File: src/rtl/zbt_pkg.sv
// Shared widths, grant encoding and write-request payload for the ZBT request scheduler.
package zbt_pkg;

    localparam int unsigned ZBT_AW     = 19;
    localparam int unsigned ZBT_DW     = 36;
    localparam int unsigned ZBT_RD_LAT = 3;

    typedef enum logic [1:0] {
        GNT_IDLE = 2'd0,
        GNT_RD   = 2'd1,
        GNT_WR   = 2'd2
    } gnt_e;

    typedef struct packed {
        logic [ZBT_AW-1:0] addr;
        logic [ZBT_DW-1:0] data;
    } wr_req_t;

endpackage

File: src/rtl/zbt_req_sched_if.sv
// Request/return channels plus the driver-facing ZBT signals of the scheduler.
interface zbt_req_sched_if #(
    parameter int unsigned WF_DEPTH = 4,
    parameter int unsigned TAG_W    = 2
);
    localparam int unsigned LVL_W = $clog2(WF_DEPTH) + 1;

    logic                          wr_valid;
    logic                          wr_ready;
    logic [zbt_pkg::ZBT_AW-1:0]    wr_addr;
    logic [zbt_pkg::ZBT_DW-1:0]    wr_data;
    logic                          rd_valid;
    logic                          rd_ready;
    logic [zbt_pkg::ZBT_AW-1:0]    rd_addr;
    logic [TAG_W-1:0]              rd_tag;
    logic                          rdata_valid;
    logic [zbt_pkg::ZBT_DW-1:0]    rdata;
    logic [TAG_W-1:0]              rdata_tag;
    logic                          zbt_cen;
    logic                          zbt_we;
    logic [zbt_pkg::ZBT_AW-1:0]    zbt_addr;
    logic [zbt_pkg::ZBT_DW-1:0]    zbt_wdata;
    logic [zbt_pkg::ZBT_DW-1:0]    zbt_rdata;
    logic [LVL_W-1:0]              wf_level;

    modport slave (
        input  wr_valid, wr_addr, wr_data, rd_valid, rd_addr, rd_tag, zbt_rdata,
        output wr_ready, rd_ready, rdata_valid, rdata, rdata_tag,
               zbt_cen, zbt_we, zbt_addr, zbt_wdata, wf_level
    );

    modport master (
        output wr_valid, wr_addr, wr_data, rd_valid, rd_addr, rd_tag, zbt_rdata,
        input  wr_ready, rd_ready, rdata_valid, rdata, rdata_tag,
               zbt_cen, zbt_we, zbt_addr, zbt_wdata, wf_level
    );

endinterface

File: src/rtl/zbt_wfifo.sv
// Write-request FIFO that also reports whether any queued entry targets a given address.
module zbt_wfifo
    import zbt_pkg::*;
#(
    parameter int unsigned DEPTH = 4
) (
    input  logic                     clk,
    input  logic                     reset,
    input  logic                     push,
    input  wr_req_t                  push_req,
    input  logic                     pop,
    input  logic [ZBT_AW-1:0]        cmp_addr,
    output wr_req_t                  head_c,
    output logic [$clog2(DEPTH):0]   level,
    output logic                     full_c,
    output logic                     empty_c,
    output logic                     hit_c
);

    localparam int unsigned PW    = $clog2(DEPTH);
    localparam int unsigned LVL_W = PW + 1;

    wr_req_t            mem [DEPTH];
    logic [DEPTH-1:0]   vld;
    logic [DEPTH-1:0]   vld_nxt;
    logic [DEPTH-1:0]   hit_vec;
    logic [PW-1:0]      wptr;
    logic [PW-1:0]      rptr;

    assign head_c  = mem[rptr];
    assign full_c  = (level == LVL_W'(DEPTH));
    assign empty_c = (level == '0);
    assign hit_c   = |hit_vec;

    // Entry valid bits follow push/pop so the compare ignores stale slots.
    always_comb begin
        vld_nxt = vld;
        if (pop)
            vld_nxt[rptr] = 1'b0;
        if (push)
            vld_nxt[wptr] = 1'b1;
    end

    always_comb begin
        hit_vec = '0;
        for (int unsigned i = 0; i < DEPTH; i++)
            hit_vec[i] = vld[i] && (mem[i].addr == cmp_addr);
    end

    always_ff @(posedge clk or posedge reset) begin
        if (reset) begin
            wptr  <= '0;
            rptr  <= '0;
            level <= '0;
            vld   <= '0;
        end else begin
            vld <= vld_nxt;
            if (push)
                wptr <= wptr + PW'(1);
            if (pop)
                rptr <= rptr + PW'(1);
            case ({push, pop})
                2'b10:   level <= level + LVL_W'(1);
                2'b01:   level <= level - LVL_W'(1);
                default: level <= level;
            endcase
        end
    end

    always_ff @(posedge clk) begin
        if (push)
            mem[wptr] <= push_req;
    end

endmodule

File: src/rtl/zbt_req_sched.sv
// Merges a queued write stream and a read stream into one ZBT driver request per clock,
// holding reads behind same-address writes and returning tagged read data in order.
module zbt_req_sched
    import zbt_pkg::*;
#(
    parameter int unsigned WF_DEPTH     = 4,
    parameter int unsigned TAG_W        = 2,
    parameter int unsigned WR_BURST_MAX = 4
) (
    input  logic             clk,
    input  logic             reset,
    zbt_req_sched_if.slave   bus
);

    localparam int unsigned LVL_W = $clog2(WF_DEPTH) + 1;
    localparam int unsigned SC_W  = $clog2(WR_BURST_MAX + 1);

    wr_req_t                          head;
    wr_req_t                          push_req;
    logic [LVL_W-1:0]                 level;
    logic                             full;
    logic                             empty;
    logic                             fifo_hit;
    logic                             push;
    logic                             pop;
    logic                             rd_hit;
    logic                             starved;
    gnt_e                             gnt;
    logic [SC_W-1:0]                  starve_cnt;
    logic                             h1_v;
    logic [ZBT_AW-1:0]                h1_addr;
    logic [ZBT_RD_LAT-1:0]            pv;
    logic [ZBT_RD_LAT-1:0][TAG_W-1:0] pt;

    assign push_req      = '{addr: bus.wr_addr, data: bus.wr_data};
    assign bus.wr_ready  = !reset && !full;
    assign push          = bus.wr_valid && bus.wr_ready;
    assign pop           = (gnt == GNT_WR);
    assign bus.rd_ready  = (gnt == GNT_RD);
    assign bus.wf_level  = level;

    zbt_wfifo #(.DEPTH(WF_DEPTH)) u_wfifo (
        .clk      (clk),
        .reset    (reset),
        .push     (push),
        .push_req (push_req),
        .pop      (pop),
        .cmp_addr (bus.rd_addr),
        .head_c   (head),
        .level    (level),
        .full_c   (full),
        .empty_c  (empty),
        .hit_c    (fifo_hit)
    );

    // zbt_we/zbt_addr double as the first write-history slot; h1 holds the one before.
    always_comb begin
        rd_hit  = fifo_hit
               || (bus.zbt_we && (bus.zbt_addr == bus.rd_addr))
               || (h1_v && (h1_addr == bus.rd_addr));
        starved = !empty && (starve_cnt == SC_W'(WR_BURST_MAX));
        gnt     = GNT_IDLE;
        if (!reset) begin
            if (bus.rd_valid && !rd_hit && !starved)
                gnt = GNT_RD;
            else if (!empty)
                gnt = GNT_WR;
        end
    end

    always_ff @(posedge clk or posedge reset) begin
        if (reset) begin
            bus.zbt_cen   <= 1'b0;
            bus.zbt_we    <= 1'b0;
            bus.zbt_addr  <= '0;
            bus.zbt_wdata <= '0;
            h1_v          <= 1'b0;
            h1_addr       <= '0;
            starve_cnt    <= '0;
        end else begin
            bus.zbt_cen <= 1'b1;
            bus.zbt_we  <= (gnt == GNT_WR);
            h1_v        <= bus.zbt_we;
            h1_addr     <= bus.zbt_addr;
            case (gnt)
                GNT_RD: bus.zbt_addr <= bus.rd_addr;
                GNT_WR: begin
                    bus.zbt_addr  <= head.addr;
                    bus.zbt_wdata <= head.data;
                end
                default: ;
            endcase
            if (empty || gnt == GNT_WR)
                starve_cnt <= '0;
            else if (gnt == GNT_RD)
                starve_cnt <= starve_cnt + SC_W'(1);
        end
    end

    // Read return: tag/valid ride the pipe while the driver fetches the data.
    always_ff @(posedge clk or posedge reset) begin
        if (reset) begin
            pv              <= '0;
            pt              <= '0;
            bus.rdata_valid <= 1'b0;
            bus.rdata       <= '0;
            bus.rdata_tag   <= '0;
        end else begin
            pv              <= {pv[ZBT_RD_LAT-2:0], (gnt == GNT_RD)};
            pt              <= {pt[ZBT_RD_LAT-2:0], bus.rd_tag};
            bus.rdata_valid <= pv[ZBT_RD_LAT-1];
            if (pv[ZBT_RD_LAT-1]) begin
                bus.rdata     <= bus.zbt_rdata;
                bus.rdata_tag <= pt[ZBT_RD_LAT-1];
            end
        end
    end

endmodule

File: src/flat_wrapper.sv
// flat-port wrapper written by rule: the top's interface ports become plain ports
module zbt_req_sched_flat import zbt_pkg::*;
#(
    parameter int unsigned WF_DEPTH     = 4,
    parameter int unsigned TAG_W        = 2,
    parameter int unsigned WR_BURST_MAX = 4
)
  (clk, reset, bus_wr_valid, bus_wr_addr, bus_wr_data, bus_rd_valid, bus_rd_addr, bus_rd_tag, bus_zbt_rdata, bus_wr_ready, bus_rd_ready, bus_rdata_valid, bus_rdata, bus_rdata_tag, bus_zbt_cen, bus_zbt_we, bus_zbt_addr, bus_zbt_wdata, bus_wf_level);
  zbt_req_sched_if #(.WF_DEPTH(WF_DEPTH), .TAG_W(TAG_W)) bus_i ();
  input  logic clk;
  input  logic reset;
  input wire logic [$bits(bus_i.wr_valid)-1:0] bus_wr_valid;
  input wire logic [$bits(bus_i.wr_addr)-1:0] bus_wr_addr;
  input wire logic [$bits(bus_i.wr_data)-1:0] bus_wr_data;
  input wire logic [$bits(bus_i.rd_valid)-1:0] bus_rd_valid;
  input wire logic [$bits(bus_i.rd_addr)-1:0] bus_rd_addr;
  input wire logic [$bits(bus_i.rd_tag)-1:0] bus_rd_tag;
  input wire logic [$bits(bus_i.zbt_rdata)-1:0] bus_zbt_rdata;
  output wire logic [$bits(bus_i.wr_ready)-1:0] bus_wr_ready;
  output wire logic [$bits(bus_i.rd_ready)-1:0] bus_rd_ready;
  output wire logic [$bits(bus_i.rdata_valid)-1:0] bus_rdata_valid;
  output wire logic [$bits(bus_i.rdata)-1:0] bus_rdata;
  output wire logic [$bits(bus_i.rdata_tag)-1:0] bus_rdata_tag;
  output wire logic [$bits(bus_i.zbt_cen)-1:0] bus_zbt_cen;
  output wire logic [$bits(bus_i.zbt_we)-1:0] bus_zbt_we;
  output wire logic [$bits(bus_i.zbt_addr)-1:0] bus_zbt_addr;
  output wire logic [$bits(bus_i.zbt_wdata)-1:0] bus_zbt_wdata;
  output wire logic [$bits(bus_i.wf_level)-1:0] bus_wf_level;
  assign bus_i.wr_valid = bus_wr_valid;
  assign bus_i.wr_addr = bus_wr_addr;
  assign bus_i.wr_data = bus_wr_data;
  assign bus_i.rd_valid = bus_rd_valid;
  assign bus_i.rd_addr = bus_rd_addr;
  assign bus_i.rd_tag = bus_rd_tag;
  assign bus_i.zbt_rdata = bus_zbt_rdata;
  assign bus_wr_ready = bus_i.wr_ready;
  assign bus_rd_ready = bus_i.rd_ready;
  assign bus_rdata_valid = bus_i.rdata_valid;
  assign bus_rdata = bus_i.rdata;
  assign bus_rdata_tag = bus_i.rdata_tag;
  assign bus_zbt_cen = bus_i.zbt_cen;
  assign bus_zbt_we = bus_i.zbt_we;
  assign bus_zbt_addr = bus_i.zbt_addr;
  assign bus_zbt_wdata = bus_i.zbt_wdata;
  assign bus_wf_level = bus_i.wf_level;
  zbt_req_sched #(.WF_DEPTH(WF_DEPTH), .TAG_W(TAG_W), .WR_BURST_MAX(WR_BURST_MAX)) u_core (.clk(clk), .reset(reset), .bus(bus_i));
endmodule
File: config.mk
export PLATFORM = sky130hd
export DESIGN_NAME = zbt_req_sched_flat
export DESIGN_NICKNAME = d
export VERILOG_FILES = /design/src/rtl/zbt_pkg.sv /design/src/rtl/zbt_req_sched_if.sv /design/src/rtl/zbt_wfifo.sv /design/src/rtl/zbt_req_sched.sv /design/src/flat_wrapper.sv
export SDC_FILE = /design/constraint.sdc
export NUM_CORES = 1
export LEC_CHECK = 0
export CAP_MARGIN = 20
export CELL_PAD_IN_SITES_DETAIL_PLACEMENT = 0
export CELL_PAD_IN_SITES_GLOBAL_PLACEMENT = 1
export CORE_ASPECT_RATIO = 0.9
export CORE_MARGIN = 2
export CORE_UTILIZATION = 40
export DETAILED_ROUTE_END_ITERATION = 6
export DONT_BUFFER_PORTS = 1
export GPL_TIMING_DRIVEN = 0
export PLACE_DENSITY_LB_ADDON = 0.25
export SYNTH_ARGS = -nofsm -noshare
export SYNTH_HDL_FRONTEND = slang
export SYNTH_SLANG_ARGS = --single-unit
File: constraint.sdc
create_clock -name clk -period 10.01 [get_ports clk]
set_input_delay 1.001 -clock clk [delete_from_list [all_inputs] [get_ports clk]]
set_output_delay 1.001 -clock clk [all_outputs]
set_load 0.02 [all_outputs]
==> summary.txt, run 1 <==
Outcome
  • Status: finished clean

Routing
  • Met3 wire length: 2658 um
  • Met2 wire len: 15080 um
  • Number of routed nets with antenna violations: 0
  • TritonRoute pass-1 iters: 6
  • DR top layer: met4
  • Met1 WL: 13560 um
  • Drt first-iter violations: 410
  • Vias: 7063
  • Remaining DRCs: 0
  • Wire per inst: 23.34 um
  • Vias per inst: 5.152
  • Routed WL: 31990 um

Power
  • LEAKAGE: 6.030 nW
  • Design Power: 4.849 mW
  • VDD IR max: 0.1640 mV
  • Power Density: 292.4 nW/um^2

Clock network
  • Clk buf depth: 3
  • Clock tree from TritonCTS: done
  • H-Tree Depth: 2
  • Reg clk slew, reported paths: 0.06 ns
  • Post-CTS Hold Buffers: 0
  • CTS Buf Count: 39
  • Post-cts sizing count: 0
  • Clock tree sinks: 359
  • Root buffer cell: clkbuf_16
  • Worst-skew pair later-pin latency: 0.53 ns
  • Setup bufs post-CTS: 0

Hold path
  • Worst hold path class: reg2reg
  • Critical hold path startpoint: u_core.pt[2]
  • Hold depth: 0

Logic synthesis
  • Synth top area share: 45.24%
  • Async S/R FF share, synth: 38.72%
  • Top cells by area, synth: edfxtp_1 (45%), dfrtp_1 (24%), mux4_2 (8.5%)
  • Net Count, Synth: 951
  • Sequential area share after synthesis: 69.07%
  • Most used DFF post-synth: edfxtp_1
  • Number of synthesized register bits: 359
  • Post-Syn Instances: 821
  • Leading area contributor after synthesis: edfxtp_1
  • Post-synth top cells: edfxtp_1 (220), dfrtp_1 (139), xor2_1 (105)
  • Number of enable flip-flop cells after synthesis: 220
  • Synthesized area: 14600 sq um
  • Synth unique cells: 35
  • Count leader, synth: edfxtp_1
  • Total number of yosys warnings: 0
  • Post-Syn Area per Cell: 17.79 sq um

Timing
  • Final Hold Fails: 0
  • RSZ-0062 raised after global routing: no
  • Post-route minimum period: 3.919 ns
  • Fmax: 0.2552 GHz
  • Setup violations, final: 0
  • Final period utilization: 39.15%
  • Measured slew at the worst slew-check pin: 0.9487 ns
  • Slew Limit Fails: 0
  • Final TNS setup: 0 ns
  • Post-Route Skew: 0.01417 ns
  • Relative slew slack: 36.46%

Finish
  • Area of the multi-input gates: 4180 sq um
  • Number of fill cells: 3115
  • Register area: 10080 sq um
  • Inserted Diodes: 0
  • Layout cell share with drive strength beyond 1: 25.03%
  • Nets: 997
  • Area growth syn-to-layout: 13.57%

Global route
  • First-pass GRT wire length: 47230 um
  • Total global-route track usage: 17.06%
  • GR Overflow Total: 0
  • Largest net degree at the start of global routing: 86
  • Vias in the first global route: 7484
  • Antenna violations before repair: 1

Place
  • Dpl hpwl: 22110 um
  • # port buffers: 0
  • Gpl congestion: 0.7325

Flow run
  • MaxCap Viol Count: 0

Floorplanning
  • FP Rows: 66
  • I/O Pins: 217
  • Core area: 36090 sq um
  • Die ar.: 38050 sq um
  • Die width: 205.4 um
  • Initial Util: 40.46%
  • Die Y: 185.3 um

Setup path
  • CP max FO: 10
  • CP Data Required Time: 10.42 ns
  • Worst Setup Start Kind: input pin
  • WP data arrival: 4.33 ns
  • Crit path kind: in2reg
  • FF-to-FF path depth: 10
  • RR Startpoint: u_core.u_wfifo.mem[1][37]
  • Critical Path End Type: flop
  • Worst Setup SP: bus_rd_addr[12]
[routing by layer]
metal / GRT usage (%) / up-vias
li1: - / 3157
met1: 22.07 / 3632
met2: 27.42 / 221
met3: 5.841 / 53
met4: 4.777 / 0
met5: 0 / -
[cells in the final DEF, fill, tap and decap left out, types with 2 or more instances in the layout]
master and n:
a21o_1 4, a21oi_1 2, and3_4 4, buf_1 3, buf_16 4, buf_2 9, buf_4 4, buf_6 15
clkbuf_1 26, clkbuf_16 41, clkbuf_8 7, clkinv_1 7, clkinv_2 3, dfrtp_1 139, edfxtp_1 220, ha_1 13
inv_1 10, mux2_2 74, mux2i_1 21, mux4_2 55, nand2_1 27, nand3_1 6, nand4_1 7, nor2_1 14
nor3_1 2, nor4_1 23, o21ai_0 21, o22ai_1 2, xnor2_1 14, xor2_1 105
[per-stage QoR]
stage          cell area (sq um)  hold slack (ns)  instances  setup WS (ns)  util [%]
2_1_floorplan              14600           0.3312        821          4.777         -
3_3_place_gp               15200           0.3352       1297          2.813     42.11
3_5_place_dp               15350           0.3356       1302          5.475     42.54
4_1_cts                    16580           0.3462       1371          6.018     45.95
5_1_grt                    16580           0.3600       1371          5.769     45.95
6_report                   16580           0.3453       1371          6.091     45.95
[kinds of logic after synthesis]
group | synth area share, %
compound gates | 1.277
flops | 69.07
fa+ha+maj | 1.251
buf+inv | 2.442
other cells | 0.02568
mux | 15.63
simple gates | 3.171
xor+xnor | 7.138
[layout make-up]
type | instances | share of cell area [%]
flip-flops and latches | 359 | 60.81
multi-input cells | 404 | 25.21
clock buffers | 58 | 6.994
well taps | 476 | 3.591
plain buffers | 47 | 1.901
repair buffers | 5 | 0.7847
clock inverters | 11 | 0.4301
inverters | 11 | 0.2792
[power breakdown]
group / total [mW] / switching (mW) / leakage (nW) / internal (mW)
Combinational: 1.03 / 0.511 / 1.77 / 0.519
Sequential: 2.45 / 0.505 / 3.66 / 1.94
Clock: 1.37 / 0.550 / 0.604 / 0.822
Total: 4.85 / 1.57 / 6.03 / 3.28
[path summary, 6_finish.rpt]
path	end	slack, ns
max in group asynchronous	u_core.bus.zbt_wdata[31]	8.39
min in group asynchronous	u_core.bus.rdata[24]	0.77
setup / recovery	u_core.bus.zbt_wdata[14]	6.09
hold reg to reg	u_core.pt[4]	0.35
setup reg to reg	u_core.bus.zbt_wdata[14]	6.30
hold / removal	u_core.pt[4]	0.35
[flip-flops by register name, indices dropped and copies added, names as in the netlist, 4 cells and up]
signal and count:
u_core.h1_addr 19, u_core.bus.zbt_addr 19, u_core.bus.zbt_wdata 36, u_core.u_wfifo.mem 220
u_core.u_wfifo.vld 4, u_core.bus.rdata 36, u_core.pt 6
[critical path, stage by stage]
cell and delay, ns:
buf_6 0.13, xor2_1 0.17, nor4_1 0.50, nand4_1 0.24, o221ai_2 0.20, or4_4 0.19, and2_4 0.13, ha_1 0.26
clkbuf_1 0.54, clkbuf_1 0.55, mux2_2 0.40
Power figures use the tool's default switching activity.
==> inputs of run 2 (changes only) <==
==> constraint.sdc (replaced) <==
create_clock -name clk -period 3.65 [get_ports clk]
set_input_delay 0.365 -clock clk [delete_from_list [all_inputs] [get_ports clk]]
set_output_delay 0.365 -clock clk [all_outputs]
set_load 0.02 [all_outputs]
==> run 2 against run 1 <==
  * Combinational power rose to 2.9 times the previous value
  * Worst setup slack lost 5.7 ns
  * Core utilization up 3.2 points
  * Clock skew rose by 0.0069 ns
  * Cell count grew 7.4%
  * Wire length up 3.8%
  * Die area unchanged
  * Final area rose by 7.0%
  * Register-to-register slack worse by 5.9 ns
  * Non-clock buffer count increased by 97
  * Critical endpoint is now u_core.bus.zbt_wdata[30]
  * Largest cell class unchanged
==> summary.txt, run 2 (synthesized netlist as in run 1, its figures left out) <==
Global route
  • First-pass GRT wire length: 49260 um (was 47230 um)
  • GR Overflow Total: 0 (unchanged)
  • Vias in the first global route: 8087 (was 7484)
  • Antenna violations before repair: 2 (was 1)
  • Total global-route track usage: 17.56% (was 17.06%)
  • Largest net degree at the start of global routing: 34 (was 86)

Timing
  • Post-Route Skew: 0.02111 ns (was 0.01417 ns)
  • RSZ-0062 raised after global routing: no (unchanged)
  • Slew Limit Fails: 0 (unchanged)
  • Setup violations, final: 0 (unchanged)
  • Fmax: 0.3082 GHz
  • Final period utilization: 88.90%
  • Final Hold Fails: 0 (unchanged)
  • Post-route setup slack: 0.4050 ns (was 6.091 ns)
  • Final TNS setup: 0 ns (unchanged)
  • Relative slew slack: 42.13% (was 36.46%)
  • Measured slew at the worst slew-check pin: 0.8640 ns (was 0.9487 ns)
  • Post-route minimum period: 3.245 ns
  • Final hold slack: 0.1409 ns (was 0.3453 ns)

Floorplanning
  • I/O Pins: 217 (unchanged)
  • FP Rows: 66 (unchanged)
  • Die width: 205.4 um (unchanged)
  • Core area: 36090 sq um (unchanged)
  • Die ar.: 38050 sq um (unchanged)
  • Die Y: 185.3 um (unchanged)
  • Initial Util: 40.46% (unchanged)

Finish
  • Post-route cell area: 17750 sq um (was 16580 sq um)
  • Largest registers: u_core.u_wfifo.mem (220), u_core.bus.rdata (36), u_core.bus.zbt_wdata (36) (unchanged)
  • Largest Register: u_core.u_wfifo.mem (unchanged)
  • Largest register FFs: 220 (unchanged)
  • Nets: 1095 (was 997)
  • Post-layout util: 49.18% (was 45.95%)
  • Area growth syn-to-layout: 21.55% (was 13.57%)
  • Most frequent cells in the layout: edfxtp_1 (220), dfrtp_1 (139), xor2_1 (105) (unchanged)
  • Non-Filler Instances: 1473 (was 1371)
  • Commonest non-fill, non-tap cell in the layout: edfxtp_1 (unchanged)
  • Layout cell share with drive strength beyond 1: 24.62% (was 25.03%)

Setup path
  • RR Startpoint: u_core.u_wfifo.mem[1][37] (unchanged)
  • R2r setup slk: 0.41 ns (was 6.30 ns)
  • CP Data Required Time: 4.05 ns (was 10.42 ns)
  • Worst Setup Start Kind: flop (was input pin)
  • R2r endpoint: u_core.bus.zbt_wdata[30] (was u_core.bus.zbt_wdata[14])
  • Critical Path End Type: flop (unchanged)
  • FF-to-FF path depth: 9 (was 10)
  • CP max FO: 10 (unchanged)
  • Crit path kind: reg2reg (was in2reg)
  • WP data arrival: 3.65 ns (was 4.33 ns)

Clock network
  • H-Tree Depth: 2 (unchanged)
  • Reg clk slew, reported paths: 0.06 ns (about the same)
  • Clock tree sinks: 359 (unchanged)
  • Root buffer cell: clkbuf_16 (unchanged)
  • Worst-skew pair later-pin latency: 0.53 ns (about the same)
  • Clk buf depth: 3 (unchanged)
  • Clock tree from TritonCTS: done (unchanged)
  • Setup bufs post-CTS: 0 (unchanged)
  • CTS Buf Count: 40 (was 39)

Power
  • VDD IR max: 0.5237 mV (was 0.1640 mV)
  • Power Density: 771.3 nW/um^2 (was 292.4 nW/um^2)
  • Design Power: 13.69 mW (was 4.849 mW)
  • LEAKAGE: 6.504 nW (was 6.030 nW)

Routing
  • TritonRoute pass-1 iters: 4 (was 6)
  • Number of routed nets with antenna violations: 0 (unchanged)
  • Routed WL: 33200 um (was 31990 um)
  • Wire per inst: 22.54 um (was 23.34 um)
  • Vias per inst: 5.066 (was 5.152)
  • Remaining DRCs: 0 (unchanged)
  • Vias: 7462 (was 7063)
  • Drt first-iter violations: 440 (was 410)

Place
  • Dpl cells: 1305 (was 1302)
  • Gpl congestion: 0.7419 (was 0.7325)
  • Dpl hpwl: 22400 um (was 22110 um)
  • Placed Area: 15470 sq um (was 15350 sq um)
  • # port buffers: 0 (unchanged)
  • Pre-CTS setup slack: 0.2198 ns (was 5.475 ns)

Hold path
  • Critical hold path startpoint: bus_wr_valid (was u_core.pt[2])
  • Worst Hold End: u_core.u_wfifo.wptr[0] (was u_core.pt[4])
  • Hold depth: 2 (was 0)
  • Worst hold path class: in2reg (was reg2reg)

Flow run
  • MaxCap Viol Count: 0 (unchanged)

Outcome
  • Status: finished clean (unchanged)
==> run 2: worst max-delay path by stage <==
stage	slack [ns]	end	startpoint	depth (start not counted)
3_5_place_dp	0.22	u_core.bus.zbt_wdata[30]	bus_rd_addr[1]	10
6_report	0.41	u_core.bus.zbt_wdata[30]	u_core.u_wfifo.mem[1][37]	9
2_1_floorplan	-0.36	u_core.u_wfifo.level[2]	reset	10
3_3_place_gp	-1.80	u_core.bus.zbt_wdata[26]	reset	6
5_1_grt	0.24	u_core.bus.zbt_wdata[29]	u_core.u_wfifo.mem[1][37]	9
4_1_cts	0.33	u_core.bus.zbt_wdata[30]	u_core.u_wfifo.mem[1][37]	9
==> run 2: critical path, cell delays in order, from the launching register on <==
cell and delay (ns):
edfxtp_1 0.41, xor2_1 0.16, nor4_1 0.60, nand4_1 0.26
o221ai_2 0.22, or4_4 0.19, and2_4 0.14, ha_4 0.17
clkbuf_1 0.56, mux2_2 0.41
==> run 2: timing repair <==
action / CTS / global route
setup endpoints to repair: 0 / 0
hold endpoints to repair: 278 / 0
hold buffers: 94 / 0
gates resized for setup: 0 / 0
==> run 2: routing by layer <==
metal	vias to the layer above	routed length [um]	global-route usage, %
li1	3359	-	-
met1	3825	13960	23.02
met2	232	16120	28.97
met3	46	2587	4.979
met4	0	532	4.259
met5	-	0	0
==> run 2: power by group <==
part | internal [mW] | total [mW] | switching [mW]
clock network | 2.44 | 4.01 | 1.57
logic | 1.53 | 2.96 | 1.43
registers | 5.32 | 6.72 | 1.40
total | 9.29 | 13.7 | 4.40
==> run 2: final cells by class <==
type,count,area (sq um)
inverters,11,45.04
plain buffers,47,380.4
clock buffers,57,1167
well taps,476,595.6
multi-input cells,404,4208
repair buffers,102,1101
flip-flops and latches,359,10080
fillers,3035,18340
diodes,2,5.005
clock inverters,15,161.4
